--- config.mk ---
export PLATFORM = sky130hd
export DESIGN_NAME = uart_tx_fifo
export DESIGN_NICKNAME = d
export VERILOG_FILES = /design/src/rtl/uart_pkg.sv /design/src/rtl/uart_sync_fifo.sv /design/src/rtl/uart_tx_fifo.sv
export SDC_FILE = /design/constraint.sdc
export NUM_CORES = 1
export LEC_CHECK = 0
export BUFFER_PORTS_ARGS = -buffer_cell sky130_fd_sc_hd__buf_2
export CAP_MARGIN = 5
export CORE_UTILIZATION = 40
export DETAILED_ROUTE_END_ITERATION = 7
export SLEW_MARGIN = 20
export SYNTH_ARGS = -nofsm -noshare
export SYNTH_HDL_FRONTEND = slang
export SYNTH_SLANG_ARGS = --single-unit
export TNS_END_PERCENT = 5
--- constraint.sdc ---
create_clock -name clk -period 2.51 [get_ports clk]
set_input_delay 0.1255 -clock clk [delete_from_list [all_inputs] [get_ports clk]]
set_output_delay 0.1255 -clock clk [all_outputs]
set_load 0.01 [all_outputs]
--- src/rtl/uart_pkg.sv ---
// uart_pkg: shared FSM state type, parity-mode constants and FIFO count width helper
//   ST_*      : transmit FSM states
//   PAR_EVEN / PAR_ODD : parity_odd encodings
//   count_w() : width of an occupancy count for a power-of-two depth
package uart_pkg;
    typedef enum logic [2:0] {ST_IDLE, ST_START, ST_DATA, ST_PARITY, ST_STOP} tx_state_e;
    localparam logic PAR_EVEN = 1'b0;
    localparam logic PAR_ODD  = 1'b1;
    function automatic int count_w(input int depth);
        return $clog2(depth) + 1;
    endfunction
endpackage

--- src/rtl/uart_sync_fifo.sv ---
// uart_sync_fifo: single-clock FIFO with wrap-bit pointers
//   clk, rst     : clock, synchronous active-high reset (empties the FIFO)
//   push, wdata  : write request and data (ignored when full)
//   pop, rdata   : read request (ignored when empty); rdata shows the head entry
//   full, empty  : occupancy flags
//   count        : occupied entries
module uart_sync_fifo
    import uart_pkg::*;
#(
    parameter int WIDTH = 8,
    parameter int DEPTH = 8
) (
    input  logic                      clk,
    input  logic                      rst,
    input  logic                      push,
    input  logic                      pop,
    input  logic [WIDTH-1:0]          wdata,
    output logic [WIDTH-1:0]          rdata,
    output logic                      full,
    output logic                      empty,
    output logic [count_w(DEPTH)-1:0] count
);
    localparam int AW = $clog2(DEPTH);
    logic [WIDTH-1:0] mem [DEPTH];
    logic [AW:0]      wr_ptr, rd_ptr;
    // Extra MSB distinguishes full from empty when the index bits match.
    assign full  = (wr_ptr[AW] != rd_ptr[AW]) && (wr_ptr[AW-1:0] == rd_ptr[AW-1:0]);
    assign empty = wr_ptr == rd_ptr;
    assign count = wr_ptr - rd_ptr;
    assign rdata = mem[rd_ptr[AW-1:0]];
    always_ff @(posedge clk) begin
        if (push && !full) mem[wr_ptr[AW-1:0]] <= wdata;
    end
    always_ff @(posedge clk) begin
        if (rst) begin
            wr_ptr <= '0;
            rd_ptr <= '0;
        end else begin
            if (push && !full) wr_ptr <= wr_ptr + 1'b1;
            if (pop && !empty) rd_ptr <= rd_ptr + 1'b1;
        end
    end
endmodule

--- src/rtl/uart_tx_fifo.sv ---
// uart_tx_fifo: FIFO-fed UART transmitter with programmable baud, width, parity and stop bits
//   clk, rst              : clock, synchronous active-high reset
//   baud_div              : bit period is baud_div+1 cycles
//   parity_en, parity_odd : parity enable and odd/even select
//   two_stop              : two stop bits when set
//   wr_data, wr_valid     : byte to queue and write request
//   wr_ready, fifo_count  : FIFO not full, occupied entries
//   ovf, ovf_clr          : sticky dropped-write flag and its clear
//   tx, busy, done_irq    : serial line, frame in progress, queue-drained pulse
module uart_tx_fifo
    import uart_pkg::*;
#(
    parameter int DATA_W     = 8,
    parameter int FIFO_DEPTH = 8,
    parameter int DIV_W      = 16
) (
    input  logic                           clk,
    input  logic                           rst,
    input  logic [DIV_W-1:0]               baud_div,
    input  logic                           parity_en,
    input  logic                           parity_odd,
    input  logic                           two_stop,
    input  logic [DATA_W-1:0]              wr_data,
    input  logic                           wr_valid,
    output logic                           wr_ready,
    output logic [count_w(FIFO_DEPTH)-1:0] fifo_count,
    output logic                           ovf,
    input  logic                           ovf_clr,
    output logic                           tx,
    output logic                           busy,
    output logic                           done_irq
);
    localparam int BC_W = $clog2(DATA_W);
    tx_state_e         state;
    logic [DATA_W-1:0] shreg, head;
    logic [DIV_W-1:0]  baud_cnt, div_l;
    logic [BC_W-1:0]   bit_cnt;
    logic              par_en_l, two_l, par;
    logic              full, empty, push, pop, last_stop;
    assign push      = wr_valid && !full;
    assign wr_ready  = !full;
    assign last_stop = (state == ST_STOP) && (baud_cnt == '0) && (bit_cnt == '0);
    // Popping at the end of the last stop bit chains frames with no idle gap.
    assign pop       = !empty && ((state == ST_IDLE) || last_stop);
    uart_sync_fifo #(.WIDTH(DATA_W), .DEPTH(FIFO_DEPTH)) u_fifo (
        .clk  (clk),
        .rst  (rst),
        .push (push),
        .pop  (pop),
        .wdata(wr_data),
        .rdata(head),
        .full (full),
        .empty(empty),
        .count(fifo_count)
    );
    always_ff @(posedge clk) begin
        if (rst) begin
            state    <= ST_IDLE;
            tx       <= 1'b1;
            busy     <= 1'b0;
            done_irq <= 1'b0;
            ovf      <= 1'b0;
            shreg    <= '0;
            baud_cnt <= '0;
            div_l    <= '0;
            bit_cnt  <= '0;
            par_en_l <= 1'b0;
            two_l    <= 1'b0;
            par      <= 1'b0;
        end else begin
            done_irq <= 1'b0;
            // A new overflow wins over a simultaneous clear.
            if (wr_valid && !wr_ready) ovf <= 1'b1;
            else if (ovf_clr) ovf <= 1'b0;
            if (pop) begin
                state    <= ST_START;
                tx       <= 1'b0;
                busy     <= 1'b1;
                shreg    <= head;
                baud_cnt <= baud_div;
                div_l    <= baud_div;
                par_en_l <= parity_en;
                two_l    <= two_stop;
                // Seeding with the odd flag makes the running XOR yield odd parity directly.
                par      <= parity_odd == PAR_ODD;
            end else if (state != ST_IDLE) begin
                if (baud_cnt != '0) begin
                    baud_cnt <= baud_cnt - 1'b1;
                end else begin
                    baud_cnt <= div_l;
                    case (state)
                        ST_START: begin
                            state   <= ST_DATA;
                            tx      <= shreg[0];
                            par     <= par ^ shreg[0];
                            shreg   <= shreg >> 1;
                            bit_cnt <= BC_W'(DATA_W - 1);
                        end
                        ST_DATA: begin
                            if (bit_cnt != '0) begin
                                tx      <= shreg[0];
                                par     <= par ^ shreg[0];
                                shreg   <= shreg >> 1;
                                bit_cnt <= bit_cnt - 1'b1;
                            end else begin
                                state   <= par_en_l ? ST_PARITY : ST_STOP;
                                tx      <= par_en_l ? par : 1'b1;
                                bit_cnt <= BC_W'(two_l);
                            end
                        end
                        ST_PARITY: begin
                            state   <= ST_STOP;
                            tx      <= 1'b1;
                            bit_cnt <= BC_W'(two_l);
                        end
                        ST_STOP: begin
                            if (bit_cnt != '0) begin
                                bit_cnt <= bit_cnt - 1'b1;
                            end else begin
                                state    <= ST_IDLE;
                                busy     <= 1'b0;
                                done_irq <= 1'b1;
                            end
                        end
                        default: state <= ST_IDLE;
                    endcase
                end
            end
        end
    end
endmodule
* Yosys cells after proc, flatten, opt, wreduce, memory -nomap -nowiden
Memory sizes are Yosys's and may differ from the RTL's. A register that Yosys moved wholly into a read port is not among the register bits.
Cells that the tools add are included.
** Storage, ports and cells
- Memory bits (writable) :: 64
- Logic and storage cells :: 113
- Memories kept :: 1
- Input bits :: 31
- Bits in registers :: 61
- Output and inout bits :: 9
** Cells by class
- $add $sub $neg :: 5
- Equal/unequal tests :: 15
- Muxes and demuxes :: 41
- Reduce and logical (&&, ||, !) cells :: 31
- Bitwise gates (word level) :: 5
** Memories
- u_fifo.mem :: depth 8, width 8, rd ports 1, clocked after Yosys merged registers in 1, write ports 1, line uart_sync_fifo.sv:24 : logic [WIDTH-1:0] mem [DEPTH];
** Operators with widths (number)
- 2-to-1 mux 16 bit :: 3
- 2-to-1 mux 8 bit :: 4
- one-hot mux 3 bit (4 select lines) :: 2
- 2-to-1 mux 1 bit :: 22
- 2-to-1 mux 3 bit :: 7
- logical NOT 16 bit :: 1
- one-hot mux 8 bit (2 select lines) :: 1
- AND reduction 4 bit :: 4
- nonzero test 16 bit :: 1
- subtractor 16 x 1 -> 16 bit, second input constant :: 1
- != test 3 x 2 -> 1 bit, second input constant :: 3
- nonzero test 3 bit :: 3
- adder 4 x 1 -> 4 bit, second input constant :: 2
- logical AND 1 bit :: 8
- nonzero test 4 bit :: 2
- equality test 3 x 2 -> 1 bit, second input constant :: 2
- logical NOT 3 bit :: 2
- != test 2 x 1 -> 1 bit, second input constant :: 3
- nonzero test 2 bit :: 3
- AND reduction 5 bit :: 1
- OR reduction 5 bit :: 1
- equality test 4 bit :: 1
- != test 2 bit, second input constant :: 2
- NOT 1 bit :: 4
- other kinds (13) :: 14

* Logic depth before layout (Yosys ltp)
Gate-level depths: netlist of run 1.
- Word-level depth :: 8
- Gate-level depth with buffers :: 10
- Gate-level depth less buffers :: 7

* By module
A second synthesis of run 1 with hierarchy kept.
** Second synthesis, totals
- Cells, all modules :: 527
- Area, all modules :: 5921.9 um2
** Modules (own cells, without submodules)
- uart_sync_fifo :: seq. area each 2142.1 um2, times used 1, area each 3101.7 um2, cells an instance 167
- uart_tx_fifo :: seq. area each 1061.0 um2, times used 1, area each 2820.2 um2, cells an instance 360

* Worst setup path after synthesis of run 1
No wires, ideal clock.
- Kind :: register -> register
- From :: reg u_fifo.rd_ptr[1]
- To :: mem u_fifo.mem[1][0] (enable)
- Setup time :: 0.383 ns
- Arrival time :: 2.263 ns
- Buffers on the path :: 1
- Cell stages (with the launch flop) :: 8
- Path slack :: -0.136 ns
- Period minus slack after synthesis :: 2.646 ns
- Path through :: dfxtp_1 -> inv_1 -> ha_1 -> and3_1 -> clkbuf_1 -> a21boi_0 -> nand2_1 -> nor3_1
** On the way
- Word-level cells in the longest chain between the ends :: 7
** RTL lines
- start: declaration :: line uart_sync_fifo.sv:25 : logic [AW:0] wr_ptr, rd_ptr;
- start signal: assignment :: line uart_sync_fifo.sv:40 : if (pop && !empty) rd_ptr <= rd_ptr + 1'b1;
- equality test 3 bit * :: line uart_sync_fifo.sv:27 : assign full = (wr_ptr[AW] != rd_ptr[AW]) && (wr_ptr[AW-1:0] == rd_ptr[AW-1:0]);
- logical AND 1 bit * :: line uart_sync_fifo.sv:27
- logical NOT 1 bit * :: line uart_sync_fifo.sv:32, uart_tx_fifo.sv:40
- logical AND 1 bit :: line uart_tx_fifo.sv:40 : assign push = wr_valid && !full;
- logical AND 1 bit * :: line uart_sync_fifo.sv:32 : if (push && !full) mem[wr_ptr[AW-1:0]] <= wdata;
- 2-to-1 mux 1 bit * :: line uart_sync_fifo.sv:32
- 2-to-1 mux 1 bit (implied by the code) * :: line uart_sync_fifo.sv:32
- end: declaration :: line uart_sync_fifo.sv:24
Mark *: on every way between the ends. The rest lies on a longest branch, timed or not.

* Final worst setup path of run 1
- From :: reg baud_cnt[0]
- To :: reg shreg[4]
** On the way
- Word-level cells in the longest chain between the ends :: 7
- Elaborated cells on any way between the ends :: 12
- Classes of those cells :: eq/ne: 2; mux: 1; reduce/logical: 9
** RTL lines
- start: declaration :: line uart_tx_fifo.sv:36 : logic [DIV_W-1:0] baud_cnt, div_l;
- start signal: assignment :: line uart_tx_fifo.sv:80 : baud_cnt <= baud_div;
- start signal: assignment :: line uart_tx_fifo.sv:88 : baud_cnt <= baud_cnt - 1'b1;
- start signal: assignment :: line uart_tx_fifo.sv:90 : baud_cnt <= div_l;
- logical NOT 16 bit :: line uart_tx_fifo.sv:42 : assign last_stop = (state == ST_STOP) && (baud_cnt == '0) && (bit_cnt == '0);
- logical AND 1 bit (2 in a row) :: line uart_tx_fifo.sv:42
- logical OR 1 bit :: line uart_tx_fifo.sv:44 : assign pop = !empty && ((state == ST_IDLE) || last_stop);
- logical AND 1 bit :: line uart_tx_fifo.sv:44
- != test 3 x 2 -> 1 bit (no line), or another cell as far along
- AND reduction 4 bit (no line)
- end signal: assignment :: line uart_tx_fifo.sv:96 : shreg <= shreg >> 1;
- end signal: assignment :: line uart_tx_fifo.sv:103 : shreg <= shreg >> 1;
- end: declaration :: line uart_tx_fifo.sv:35 : logic [DATA_W-1:0] shreg, head;
Several ways; a longest one is shown, not always the timed one.
A chain may end at the register's enable or synchronous reset.

==> results of run 1 <==
Yosys cell counts (3+ instances only):
library cell / number
sky130_fd_sc_hd__nand4_1: 8
sky130_fd_sc_hd__xor2_1: 3
sky130_fd_sc_hd__nor3b_1: 4
sky130_fd_sc_hd__buf_2: 6
sky130_fd_sc_hd__ha_1: 9
sky130_fd_sc_hd__mux2i_1: 3
sky130_fd_sc_hd__or4_1: 5
sky130_fd_sc_hd__a21o_1: 5
sky130_fd_sc_hd__nand3_1: 8
sky130_fd_sc_hd__nor3_1: 10
sky130_fd_sc_hd__o31ai_1: 10
sky130_fd_sc_hd__xnor2_1: 9
sky130_fd_sc_hd__mux4_2: 16
sky130_fd_sc_hd__nor4_1: 6
sky130_fd_sc_hd__a21oi_1: 40
sky130_fd_sc_hd__a211o_1: 5
sky130_fd_sc_hd__inv_1: 19
sky130_fd_sc_hd__a311oi_1: 7
sky130_fd_sc_hd__nand2_1: 54
sky130_fd_sc_hd__nor2b_1: 13
sky130_fd_sc_hd__edfxtp_1: 64
sky130_fd_sc_hd__nor2_1: 44
sky130_fd_sc_hd__or3_1: 8
sky130_fd_sc_hd__a211oi_1: 12
sky130_fd_sc_hd__o21ai_0: 10
sky130_fd_sc_hd__dfxtp_1: 64
sky130_fd_sc_hd__o211ai_1: 5
sky130_fd_sc_hd__nand2b_1: 5
sky130_fd_sc_hd__clkbuf_1: 24
sky130_fd_sc_hd__a311oi_2: 3
state kept, by name, indices dropped and copies added (netlist names), 3 cells and up, named ones only:
name,cells
bit_cnt,3
u_fifo.mem,64
baud_cnt,16
state,3
shreg,8
u_fifo.wr_ptr,4
div_l,16
u_fifo.rd_ptr,4
final cells by class:
| class | instances | share of cell area (%) |
|---|---|---|
| sequential | 128 | 43.0 |
| multi-input combinational | 338 | 32.8 |
| timing repair buffer | 123 | 12.7 |
| clock buffer | 17 | 5.71 |
| tap | 180 | 3.02 |
| clock inverter | 15 | 1.81 |
| inverter | 19 | 0.958 |
path summary, 6_finish.rpt:
path                                              end  slack, ns  cells after the start
worst max-delay path            shreg[4]$_SDFFE_PP0P_       0.15                      9
worst min-delay path            div_l[8]$_SDFFE_PP0P_       0.02                      3
worst max register to register  shreg[4]$_SDFFE_PP0P_       0.15                      9
worst min register to register  div_l[3]$_SDFFE_PP0P_       0.45                      2
per-stage QoR:
step                      cells  instance area [um2]  hold slack (ns)  util [%]  setup TNS [ns]
after floorplan             517                 5790            0.224         -           -1.01
after global placement      753                 6450            0.377      46.1               0
after detailed placement    753                 6450            0.380      46.1          -0.181
after CTS                   816                 7330          0.00707      52.4               0
after global routing        820                 7450           0.0276      53.2               0
final                       820                 7450           0.0232      53.2               0
logic make-up after synthesis:
family | Yosys count | synth area share, %
compound gates | 120 | 14.4
buf+inv | 52 | 3.96
xor+xnor | 12 | 1.82
simple gates | 174 | 15.0
flops | 128 | 55.4
fa+ha+maj | 10 | 2.29
mux | 21 | 7.14
what timing repair did:
action                                  4_1_cts  5_1_grt
buffers inserted                              2        3
hold buffers                                 28        0
pin swaps                                     2        0
hold endpoints to repair                     91        0
resized for setup                             4       11
gates cloned                                  1        1
endpoints found under the setup margin        9       27
where the power goes:
part	switching [mW]	internal, mW	leakage, nW
combinational	1.90	1.61	1.38
clock	0.944	1.37	0.266
sequential	0.206	2.54	1.11
critical path: cells and delay by family, from the launching register on:
family / cells / cell delay (ns)
DFF: 1 / 0.31
adders and majority gates: 1 / 0.17
and+or+nand+nor: 2 / 0.77
buffers and inverters: 3 / 0.45
AOI/OAI and AO/OA: 3 / 0.58
routing by layer:
| layer | vias to the layer above | part of all wire (%) | GRT usage [%] |
|---|---|---|---|
| li1 | 2164 | - | - |
| met1 | 2110 | 46 | 24.1 |
| met2 | 94 | 49 | 30.6 |
| met3 | 12 | 3.6 | 5.07 |
| met4 | 0 | 1.4 | 7.47 |
| met5 | - | 0 | 0 |
==> run_summary.xml, run 1 <==
<?xml version="1.0" encoding="UTF-8"?>
<metrics>
  <group name="run_status">
    <metric name="outcome" unit="">complete, no violations</metric>
  </group>
  <group name="worst_setup_path">
    <metric name="kind_of_start_point_of_the_critical_path" unit="">flop</metric>
    <metric name="required" unit="ns">2.84</metric>
    <metric name="critPathKind" unit="">flop to flop</metric>
    <metric name="worst_r2r_startpoint" unit="">baud_cnt[0]$_SDFFE_PP0P_</metric>
    <metric name="cp.arrival" unit="ns">2.69</metric>
    <metric name="crit_path_cell_trace" unit="">inv_1, ha_1, or4b_4, nor4_4, buf_6, buf_4, o21ai_2, a21o_4, o31ai_1</metric>
    <metric name="timing.critical_path.fanout_max" unit="">13</metric>
    <metric name="endpoint_kind" unit="">flop</metric>
    <metric name="critPathLaunch" unit="">baud_cnt[0]$_SDFFE_PP0P_</metric>
    <metric name="cp_slowest_cell" unit="">sky130_fd_sc_hd__or4b_4</metric>
    <metric name="crit_path_max_incr_delay" unit="ns">0.50</metric>
  </group>
  <group name="synthesis">
    <metric name="synth.avg_cell_area" unit="um2">11.2</metric>
    <metric name="synth-edff-count" unit="">64</metric>
    <metric name="yosys.area.top_type_share" unit="%">33.2</metric>
    <metric name="postSynthCellCount" unit="">517</metric>
    <metric name="ys_dominant_reg_cell" unit="">sky130_fd_sc_hd__edfxtp_1</metric>
    <metric name="yosys_register_bits" unit="">128</metric>
    <metric name="synth.top_cells.by_area" unit="">sky130_fd_sc_hd__edfxtp_1, sky130_fd_sc_hd__dfxtp_1, sky130_fd_sc_hd__mux4_2</metric>
    <metric name="yosys_warnings" unit="">0</metric>
    <metric name="synth_fp_nets" unit="">558</metric>
    <metric name="netlist.top_cell.by_area" unit="">sky130_fd_sc_hd__edfxtp_1</metric>
    <metric name="synth_sequential_area_ratio" unit="%">55.4</metric>
    <metric name="netlist-cell-type-count" unit="">58</metric>
    <metric name="syn_area" unit="um2">5780</metric>
    <metric name="synth_async_sr_flop_share" unit="%">0</metric>
  </group>
  <group name="clocking">
    <metric name="clock-sinks" unit="">128</metric>
    <metric name="clock_tree.root_cell" unit="">sky130_fd_sc_hd__clkbuf_16</metric>
    <metric name="tritoncts" unit="">built</metric>
    <metric name="tritoncts.num_buffers" unit="">17</metric>
    <metric name="worst_setup_hold_path_clk_slew" unit="ns">0.06</metric>
    <metric name="clock_path_buffers" unit="">2</metric>
    <metric name="htreeDepth" unit="">4</metric>
    <metric name="insertion_delay" unit="ns">0.43</metric>
  </group>
  <group name="route">
    <metric name="routedWlPerCell" unit="um">15.9</metric>
    <metric name="first_pass_iters" unit="">4</metric>
    <metric name="via_per_inst" unit="">5.34</metric>
    <metric name="routed-via-count" unit="">4380</metric>
    <metric name="initialDrtViolationCount" unit="">308</metric>
    <metric name="antenna_left" unit="">0</metric>
    <metric name="detail_route.wirelength" unit="um">13100</metric>
    <metric name="drcViolationCount" unit="">0</metric>
  </group>
  <group name="layout">
    <metric name="post_route_cells_drive_above_1_share" unit="%">25.9</metric>
    <metric name="fillers" unit="">1193</metric>
    <metric name="area_growth" unit="%">28.7</metric>
    <metric name="num_antenna_cells" unit="">0</metric>
    <metric name="multi_input_comb_area" unit="um2">2440</metric>
    <metric name="sequential_cell_area" unit="um2">3200</metric>
    <metric name="mostFrequentLayoutCells" unit="">sky130_fd_sc_hd__dfxtp_1, sky130_fd_sc_hd__edfxtp_1, sky130_fd_sc_hd__nand2_1, sky130_fd_sc_hd__buf_4, sky130_fd_sc_hd__nor2_1</metric>
    <metric name="final_net_count" unit="">668</metric>
  </group>
  <group name="floorplan">
    <metric name="core_box_area" unit="um2">14000</metric>
    <metric name="top_ports" unit="">40</metric>
    <metric name="floorplan.die.width" unit="um">122</metric>
    <metric name="initial_standard_cell_utilization_of_the_core" unit="%">41.4</metric>
    <metric name="rows" unit="">43</metric>
    <metric name="die_h" unit="um">122</metric>
    <metric name="fp.dieArea" unit="um2">14900</metric>
  </group>
  <group name="global_route">
    <metric name="vias_in_the_first_global_route" unit="">4333</metric>
    <metric name="grt_remaining_overflow" unit="">0</metric>
    <metric name="grt_pass1_wl" unit="um">21500</metric>
    <metric name="grt_start_max_net_pins" unit="">32</metric>
    <metric name="grt_usage" unit="%">18.9</metric>
    <metric name="antenna_found_initial" unit="">0</metric>
  </group>
  <group name="pwr">
    <metric name="power_consumption" unit="mW">8.57</metric>
    <metric name="cellPowerDensity" unit="nW/um2">1150</metric>
    <metric name="power.static_leakage" unit="nW">2.75</metric>
    <metric name="vdd.ir_drop.worst" unit="uV">603</metric>
  </group>
  <group name="timing">
    <metric name="slew_violations" unit="">0</metric>
    <metric name="timing.slew.headroom" unit="%">63.1</metric>
    <metric name="grt_setup_unrepaired" unit="">no</metric>
    <metric name="period_share" unit="%">94.1</metric>
    <metric name="fmax" unit="MHz">423</metric>
    <metric name="worstMarginPinSlew" unit="ns">0.553</metric>
    <metric name="setup_violations" unit="">0</metric>
    <metric name="hold_viol_final" unit="">0</metric>
    <metric name="setup_ws" unit="ns">0.148</metric>
    <metric name="post-route-min-period" unit="ns">2.36</metric>
    <metric name="finClkSkew" unit="ns">0.0165</metric>
  </group>
  <group name="placement">
    <metric name="pre_cts_slack" unit="ns">-0.0474</metric>
    <metric name="routabilityCongestion" unit="">0.838</metric>
    <metric name="post-dp-hpwl" unit="um">8570</metric>
    <metric name="io_buffers" unit="">39</metric>
  </group>
  <group name="flow_run">
    <metric name="cap_violations" unit="">0</metric>
  </group>
  <group name="min_path">
    <metric name="hold_path_class" unit="">input port to flop</metric>
    <metric name="hold_path_startpoint" unit="">baud_div[8]</metric>
  </group>
</metrics>
Note: power is estimated with default switching activity, not from simulation.
==> run 2, diff against run 1 <==
MAX_ROUTING_LAYER = met4   (was not set)
==> run 2 against run 1 <==
  * Clock-buffer cell count is the same
  * Cell area is the same
  * Register-to-register slack is essentially flat
  * Die area is the same
  * Clock power is essentially flat
  * Maximum frequency shrank 0.12%
  * Sequential power is essentially flat
  * Power shrank 0.25%
  * First-iteration DRC count grew 2.3%
  * Sequential share of layout area is the same
  * Critical path type unchanged
  * Critical endpoint unchanged
  * Highest routed layer unchanged
==> run_summary.xml, run 2 (synthesized netlist as in run 1, its figures left out) <==
<?xml version="1.0" encoding="UTF-8"?>
<metrics>
  <group name="run_status">
    <metric name="outcome" unit="">complete, no violations</metric>
  </group>
  <group name="layout">
    <metric name="mostFrequentLayoutCells" unit="">sky130_fd_sc_hd__dfxtp_1, sky130_fd_sc_hd__edfxtp_1, sky130_fd_sc_hd__nand2_1, sky130_fd_sc_hd__buf_4, sky130_fd_sc_hd__nor2_1</metric>
    <metric name="final_net_count" unit="">668</metric>
    <metric name="largest_reg_flops" unit="">64</metric>
    <metric name="num_antenna_cells" unit="">0</metric>
    <metric name="area_growth" unit="%">28.7</metric>
    <metric name="post_route_cells_drive_above_1_share" unit="%">25.9</metric>
  </group>
  <group name="placement">
    <metric name="io_buffers" unit="">39</metric>
    <metric name="post-dp-hpwl" unit="um">8570</metric>
    <metric name="routabilityCongestion" unit="">0.851</metric>
  </group>
  <group name="route">
    <metric name="drcViolationCount" unit="">0</metric>
    <metric name="first_pass_iters" unit="">4</metric>
    <metric name="routed-via-count" unit="">4358</metric>
    <metric name="via_per_inst" unit="">5.31</metric>
    <metric name="routedWlPerCell" unit="um">15.9</metric>
    <metric name="detail_route.wirelength" unit="um">13000</metric>
    <metric name="antenna_left" unit="">0</metric>
    <metric name="initialDrtViolationCount" unit="">315</metric>
  </group>
  <group name="global_route">
    <metric name="grt_usage" unit="%">19.5</metric>
    <metric name="grt_util_met1" unit="%">24.0</metric>
    <metric name="use_met2" unit="%">30.6</metric>
    <metric name="grt_remaining_overflow" unit="">0</metric>
    <metric name="globalRoute.busiestLayer" unit="">met2</metric>
    <metric name="vias_in_the_first_global_route" unit="">4343</metric>
    <metric name="antenna_found_initial" unit="">0</metric>
    <metric name="grt_pass1_wl" unit="um">21500</metric>
    <metric name="grt_util_met3" unit="%">5.34</metric>
    <metric name="grt_start_max_net_pins" unit="">32</metric>
  </group>
  <group name="min_path">
    <metric name="hold_path_class" unit="">input port to flop</metric>
  </group>
  <group name="timing">
    <metric name="grt_setup_unrepaired" unit="">no</metric>
    <metric name="period_share" unit="%">94.2</metric>
    <metric name="setup_violations" unit="">0</metric>
    <metric name="fmax" unit="MHz">423</metric>
    <metric name="hold_ws" unit="ns">0.0300</metric>
    <metric name="timing.slew.headroom" unit="%">62.8</metric>
    <metric name="post-route-min-period" unit="ns">2.36</metric>
    <metric name="finClkSkew" unit="ns">0.00894</metric>
    <metric name="worstMarginPinSlew" unit="ns">0.558</metric>
    <metric name="totalNegativeSetupSlack" unit="ns">0</metric>
    <metric name="hold_viol_final" unit="">0</metric>
    <metric name="slew_violations" unit="">0</metric>
  </group>
  <group name="clocking">
    <metric name="clock_tree.root_cell" unit="">sky130_fd_sc_hd__clkbuf_16</metric>
    <metric name="insertion_delay" unit="ns">0.42</metric>
    <metric name="tritoncts.num_buffers" unit="">17</metric>
    <metric name="clock-sinks" unit="">128</metric>
    <metric name="htreeDepth" unit="">4</metric>
    <metric name="tritoncts" unit="">built</metric>
    <metric name="clock_path_buffers" unit="">2</metric>
    <metric name="worst_setup_hold_path_clk_slew" unit="ns">0.06</metric>
  </group>
  <group name="pwr">
    <metric name="power.static_leakage" unit="nW">2.75</metric>
    <metric name="p_switching" unit="mW">3.02</metric>
    <metric name="share_comb_of_total_power" unit="%">41.0</metric>
    <metric name="switching_share" unit="%">35.4</metric>
    <metric name="vdd.ir_drop.worst" unit="uV">588</metric>
    <metric name="power_consumption" unit="mW">8.54</metric>
    <metric name="p_int" unit="mW">5.52</metric>
    <metric name="cellPowerDensity" unit="nW/um2">1150</metric>
    <metric name="p_seq_share" unit="%">32.1</metric>
    <metric name="p_clk_share" unit="%">26.9</metric>
  </group>
  <group name="flow_run">
    <metric name="cap_violations" unit="">0</metric>
  </group>
  <group name="floorplan">
    <metric name="initial_standard_cell_utilization_of_the_core" unit="%">41.4</metric>
    <metric name="core_box_area" unit="um2">14000</metric>
    <metric name="top_ports" unit="">40</metric>
    <metric name="die_h" unit="um">122</metric>
    <metric name="fp.dieArea" unit="um2">14900</metric>
    <metric name="floorplan.die.width" unit="um">122</metric>
    <metric name="rows" unit="">43</metric>
  </group>
  <group name="worst_setup_path">
    <metric name="endpoint_kind" unit="">flop</metric>
    <metric name="required" unit="ns">2.83</metric>
    <metric name="cp_slowest_cell" unit="">sky130_fd_sc_hd__or4b_4</metric>
    <metric name="crit_path_cell_trace" unit="">inv_1, ha_1, or4b_4, nor4_4, buf_6, buf_4, o21ai_2, a21o_4, o31ai_1</metric>
    <metric name="crit_path_max_incr_delay" unit="ns">0.50</metric>
    <metric name="timing.critical_path.fanout_max" unit="">13</metric>
    <metric name="kind_of_start_point_of_the_critical_path" unit="">flop</metric>
    <metric name="critPathKind" unit="">flop to flop</metric>
    <metric name="cp.arrival" unit="ns">2.69</metric>
  </group>
</metrics>
run 2: cell counts in the layout (fill, tap and decap cells not counted):
Identical to the previous run, type by type.
run 2: cell type report:
cell class	count	area, um2
flip-flops and latches	128	3200
multi-input cells	338	2440
well taps	180	225
fillers	1193	6540
clock buffers	17	425
inverters	19	71.3
clock inverters	15	135
repair buffers	123	946
run 2: timing repair:
item / CTS / global route
gates cloned: 1 / 1
pin swaps: 2 / 0
endpoints found under the setup margin: 9 / 27
resized for setup: 4 / 11
hold buffers: 28 / 0
setup buffers: 2 / 3
endpoints found under the hold margin: 91 / 0
run 2: worst max-delay path: cells and delay by family (launching register included):
kind	cells	cell delay, ns
simple gates	2	0.77
compound gates	3	0.58
buf+inv	3	0.46
flops	1	0.30
fa+ha+maj	1	0.17
run 2: stage by stage:
step	setup slack (ns)	cells	util, %	instance area (um2)
after detailed placement	-0.0474	753	46.1	6450
after floorplan	-0.126	517	-	5790
final	0.145	820	53.2	7450
after CTS	0.00133	816	52.4	7330
after global placement	0.0298	753	46.1	6450
after global routing	0.00604	820	53.2	7450
run 2: layer usage:
| metal | share of wire [%] | vias up |
|---|---|---|
| li1 | - | 2160 |
| met1 | 46 | 2120 |
| met2 | 50 | 69 |
| met3 | 2.9 | 9 |
| met4 | 0.92 | 0 |
| met5 | 0 | - |
run 2: worst paths after layout:
kind,startpoint,endpoint,slack [ns],cells past startpoint
worst max register to register,baud_cnt[0]$_SDFFE_PP0P_,shreg[4]$_SDFFE_PP0P_,0.15,9
worst min-delay path,baud_div[8],div_l[8]$_SDFFE_PP0P_,0.03,3
worst min register to register,div_l[3]$_SDFFE_PP0P_,div_l[3]$_SDFFE_PP0P_,0.45,2
worst max-delay path,baud_cnt[0]$_SDFFE_PP0P_,shreg[4]$_SDFFE_PP0P_,0.15,9
run 2: power groups by stage:
stage / sequential [mW] / clock (mW) / combinational, mW
floorplan: 2.78 / 0 / 2.19
global placement: 2.77 / 0 / 3.08
detailed placement: 2.78 / 0 / 3.14
CTS: 2.74 / 2.35 / 3.27
global route: 2.79 / 2.45 / 3.87
finish: 2.74 / 2.30 / 3.50
